## config.mk

```make
export PLATFORM = sky130hd
export DESIGN_NAME = mips_program_counter_flat
export DESIGN_NICKNAME = d
export VERILOG_FILES = /design/src/rtl/mips_program_counter_if.sv /design/src/rtl/mips_program_counter.sv /design/src/flat_wrapper.sv
export SDC_FILE = /design/constraint.sdc
export NUM_CORES = 1
export LEC_CHECK = 0
export CORE_UTILIZATION = 35
export CTS_CLUSTER_SIZE = 24
export DETAILED_ROUTE_END_ITERATION = 7
export PLACE_DENSITY = 0.79
export RECOVER_POWER = 100
export SYNTH_ARGS = -nofsm -noshare
export SYNTH_HDL_FRONTEND = slang
export SYNTH_SLANG_ARGS = --single-unit
```

## constraint.sdc

```tcl
create_clock -name clk -period 1.8 [get_ports clk]
set_input_delay 0.18 -clock clk [delete_from_list [all_inputs] [get_ports clk]]
set_output_delay 0.18 -clock clk [all_outputs]
set_load 0.005 [all_outputs]
```

## src/rtl/mips_program_counter_if.sv

```systemverilog
// Fetch-address bundle between the next-PC logic and the program counter.
// The next-PC mux drives next_address. The PC returns the fetch address
// and the values derived from it.
interface mips_program_counter_if #(
  parameter int ADDR_WIDTH = 32
);
  logic [ADDR_WIDTH-1:0] next_address;
  logic [ADDR_WIDTH-1:0] current_address;
  logic [ADDR_WIDTH-1:0] pc_plus_4;
  logic                  misaligned;

  // next-PC / fetch side
  modport master (
    output next_address,
    input  current_address,
    input  pc_plus_4,
    input  misaligned
  );

  // program counter side
  modport slave (
    input  next_address,
    output current_address,
    output pc_plus_4,
    output misaligned
  );
endinterface

```

## src/rtl/mips_program_counter.sv

```systemverilog
// Program counter for the single-clock MIPS datapath.
// It loads the externally selected next address on every rising edge.
// It also derives the sequential successor address and a word-alignment flag.
module mips_program_counter #(
  parameter int                    ADDR_WIDTH = 32,
  parameter logic [ADDR_WIDTH-1:0] RESET_ADDR = 32'h0000_0000,
  parameter int                    INCREMENT  = 4
) (
  input  logic                    clk,
  input  logic                    reset,
  mips_program_counter_if.slave   bus
);

  localparam logic [ADDR_WIDTH-1:0] INC = ADDR_WIDTH'(INCREMENT);

  logic [ADDR_WIDTH-1:0] pc;

  // PC register: reset wins over the load; otherwise load every edge (no stall)
  always_ff @(posedge clk) begin
    if (reset) pc <= RESET_ADDR;
    else       pc <= bus.next_address;
  end

  // Derived outputs depend only on the register, so they are glitch-free between edges.
  // The successor address wraps modulo 2^ADDR_WIDTH, with no carry-out.
  always_comb begin
    bus.current_address = pc;
    bus.pc_plus_4       = pc + INC;
    bus.misaligned      = |pc[1:0];
  end

endmodule

```

## src/flat_wrapper.sv

```systemverilog
// flat-port wrapper written by rule: the top's interface ports become plain ports
module mips_program_counter_flat 
#(
  parameter int                    ADDR_WIDTH = 32,
  parameter logic [ADDR_WIDTH-1:0] RESET_ADDR = 32'h0000_0000,
  parameter int                    INCREMENT  = 4
)
  (clk, reset, bus_next_address, bus_current_address, bus_pc_plus_4, bus_misaligned);
  mips_program_counter_if #(.ADDR_WIDTH(ADDR_WIDTH)) bus_i ();
  input  logic clk;
  input  logic reset;
  input wire logic [$bits(bus_i.next_address)-1:0] bus_next_address;
  output wire logic [$bits(bus_i.current_address)-1:0] bus_current_address;
  output wire logic [$bits(bus_i.pc_plus_4)-1:0] bus_pc_plus_4;
  output wire logic [$bits(bus_i.misaligned)-1:0] bus_misaligned;
  assign bus_i.next_address = bus_next_address;
  assign bus_current_address = bus_i.current_address;
  assign bus_pc_plus_4 = bus_i.pc_plus_4;
  assign bus_misaligned = bus_i.misaligned;
  mips_program_counter #(.ADDR_WIDTH(ADDR_WIDTH), .RESET_ADDR(RESET_ADDR), .INCREMENT(INCREMENT)) u_core (.clk(clk), .reset(reset), .bus(bus_i));
endmodule
```

==> impl_results.md <==
* Sequential area share after synthesis at 43.65%
* Cell Rows at 23
* GP Congestion at 0.7138
* PnR worst setup slack at -252.8 ps
* CP Launch Type: flop
* Total CTS buffers at 5
* Via count at 1656
* Initial drt markers at 27
* Hold_buf cts at 0
* Layout area overhead at 118.2%
* Bufs on Longest Clock Path at 2
* Commonest non-fill, non-tap cells in the layout: 52 x clkdlybuf4s50_1, 47 x buf_4, 32 x nor2b_1
* Share of layout cells above drive strength 1 at 46.15%
* Ant. Diodes at 0
* CTS tree: built
* Crit Path Class: flop to primary output
* Die area at 4456 um^2
* Total grt overflow at 0
* Initial antenna violation count at 0
* Avg Cell Area, Syn at 9.784 um^2
* Mapped Nets at 185
* Synthesized cell area at 1468 um^2
* Initial DRT Pass Iterations at 4
* Max reg flops at 32
* TritonCTS Sinks at 32
* Slew @ Worst Pin at 603.2 ps
* Crit path DAT at 1870 ps
* Outcome: complete, but fails checks
* Yosys cell types at 22
* Period utilization at 114.0%
* Failing checks: setup timing
* Placed Cells at 334
* Top Ports at 99
* Htree depth at 2
* GRT Overall Usage at 22.49%
* Mapped Cells at 150
* Nets@finish at 347
* Max_cap viols at 0
* CP Data Required Time at 1620 ps
* Max_slew headroom at 59.79%
* Max Slew Vio Count at 0
* Peak supply drop at 420.3 uV
* Post-DP HPWL at 3032 um
* Leakage at 0.001509 uW
* Buffers on Ports at 98
* Setup violations, final at 18
* Hold WC Path Type: input port to flop
* RSZ-0062 raised after global routing: true
* Hold violation count in the final report at 0
* Core area at 4000 um^2
* Routed Antenna Nets at 0
* Max Fanout on Critical Path at 3
* Root buffer cell: clkbuf_8
* Most common cell after layout, fill and taps aside: clkdlybuf4s50_1
* Initial Utilization at 36.69%
* Residual DRC at 0
* First-pass GRT wire length at 7293 um
* Clk pin slew, worst setup/hold paths at 60 ps
* Die H at 66.76 um
* Post-route cell area at 3203 um^2
* Final wirelength at 4987 um
* CP startpoint: u_core.bus.current_address[2]
* Hold Startpoint: bus_next_address[18]
* Achievable Freq at 0.4871 GHz
* Pre-CTS WS at -286.5 ps
* Non-Filler Instances at 362
* PD cells at 514.1 nW/um^2
* Cell Area, Placed at 2793 um^2
* Yosys Warn Count at 0
* Chip width at 66.76 um
* Setup TNS at -2645 ps
* Seq cells post-synth at 32
* Tmin final at 2053 ps
* Routed WL per cell at 13.78 um
* DR vias/cell at 4.575
* Critical Path End Type: primary output
* Largest net degree at the start of global routing at 33
* Fin Hold WS at 434.9 ps
* Number of global-route vias before repair at 1597
==> synthesized netlist by cell type <==
cell type / n / share of area [%]
dfxtp_1: 32 / 44
nor2b_1: 32 / 14
xnor2_1: 19 / 11
nand2_1: 10 / 2.6
nand3_1: 10 / 3.4
xor2_1: 9 / 5.4
nand4_1: 6 / 2.6
nor2_1: 6 / 1.5
and3_1: 4 / 1.7
clkbuf_1: 3 / 0.77
inv_1: 3 / 0.77
nor3_1: 3 / 1.0
nor4_4: 3 / 4.3
buf_4: 2 / 1.0
ha_1: 1 / 0.85
nand3_2: 1 / 0.68
nand3_4: 1 / 1.2
nand4_2: 1 / 0.85
nand4_4: 1 / 1.4
nor4_1: 1 / 0.43
or2_1: 1 / 0.43
or2_2: 1 / 0.43
==> routing by layer <==
metal	routed length (um)	up-vias	track usage [%]	part of all wire (%)
met5	0	-	0	0
met4	139	0	11.17	2.8
met3	309	13	6.678	6.2
met2	2719	61	39.77	55
met1	1819	764	23.98	36
li1	-	818	-	-
==> power by group <==
part,internal [uW],switching [uW],leakage (uW),total (uW)
Combinational,240,118,0.00120,358
Clock,262,245,0.0000410,507
Sequential,748,33.9,0.000272,782
==> metrics by stage <==
stage	power, uW	util (%)
detailed placement	1168	69.82
CTS	1645	76.73
finish	1647	80.08
global placement	1162	69.82
global route	1722	80.08
floorplan	886.9	-
==> timing repair <==
item,4_1_cts,5_1_grt
pin swaps,32,31
buffers inserted,20,7
setup endpoints to repair,27,24
resized for setup,138,32
==> area by class of cell <==
class / count / area (um^2)
flip-flops and latches: 32 / 669.4
fillers: 245 / 797.0
clock buffers: 6 / 72.57
well taps: 50 / 62.56
repair buffers: 160 / 1375
clock inverters: 1 / 5.005
multi-input cells: 110 / 1007
inverters: 3 / 11.26
==> cell families (layout without fill, tap and decap cells) <==
family | count (synthesis) | count (layout) | synth area share, %
flip-flops | 32 | 32 | 43.65
adder cells (fa/ha/maj) | 1 | 1 | 0.8524
XOR/XNOR | 28 | 28 | 16.71
AND/OR/NAND/NOR | 81 | 81 | 36.23
buffers and inverters | 8 | 170 | 2.557
==> worst max-delay path: stages (launching register included) <==
cell and delay [ps]:
dfxtp_4 380, ha_4 150, nand3_4 70, nor4_4 280, buf_4 190, buf_6 100, buf_6 80, nand3_2 50
xnor2_1 150, buf_2 130
==> path summary, 6_finish.rpt <==
path                        endpoint  cells after the start
max                bus_pc_plus_4[18]                      9
min   u_core.bus.current_address[18]                      2
No activity file was read; power rests on OpenSTA's default activity.
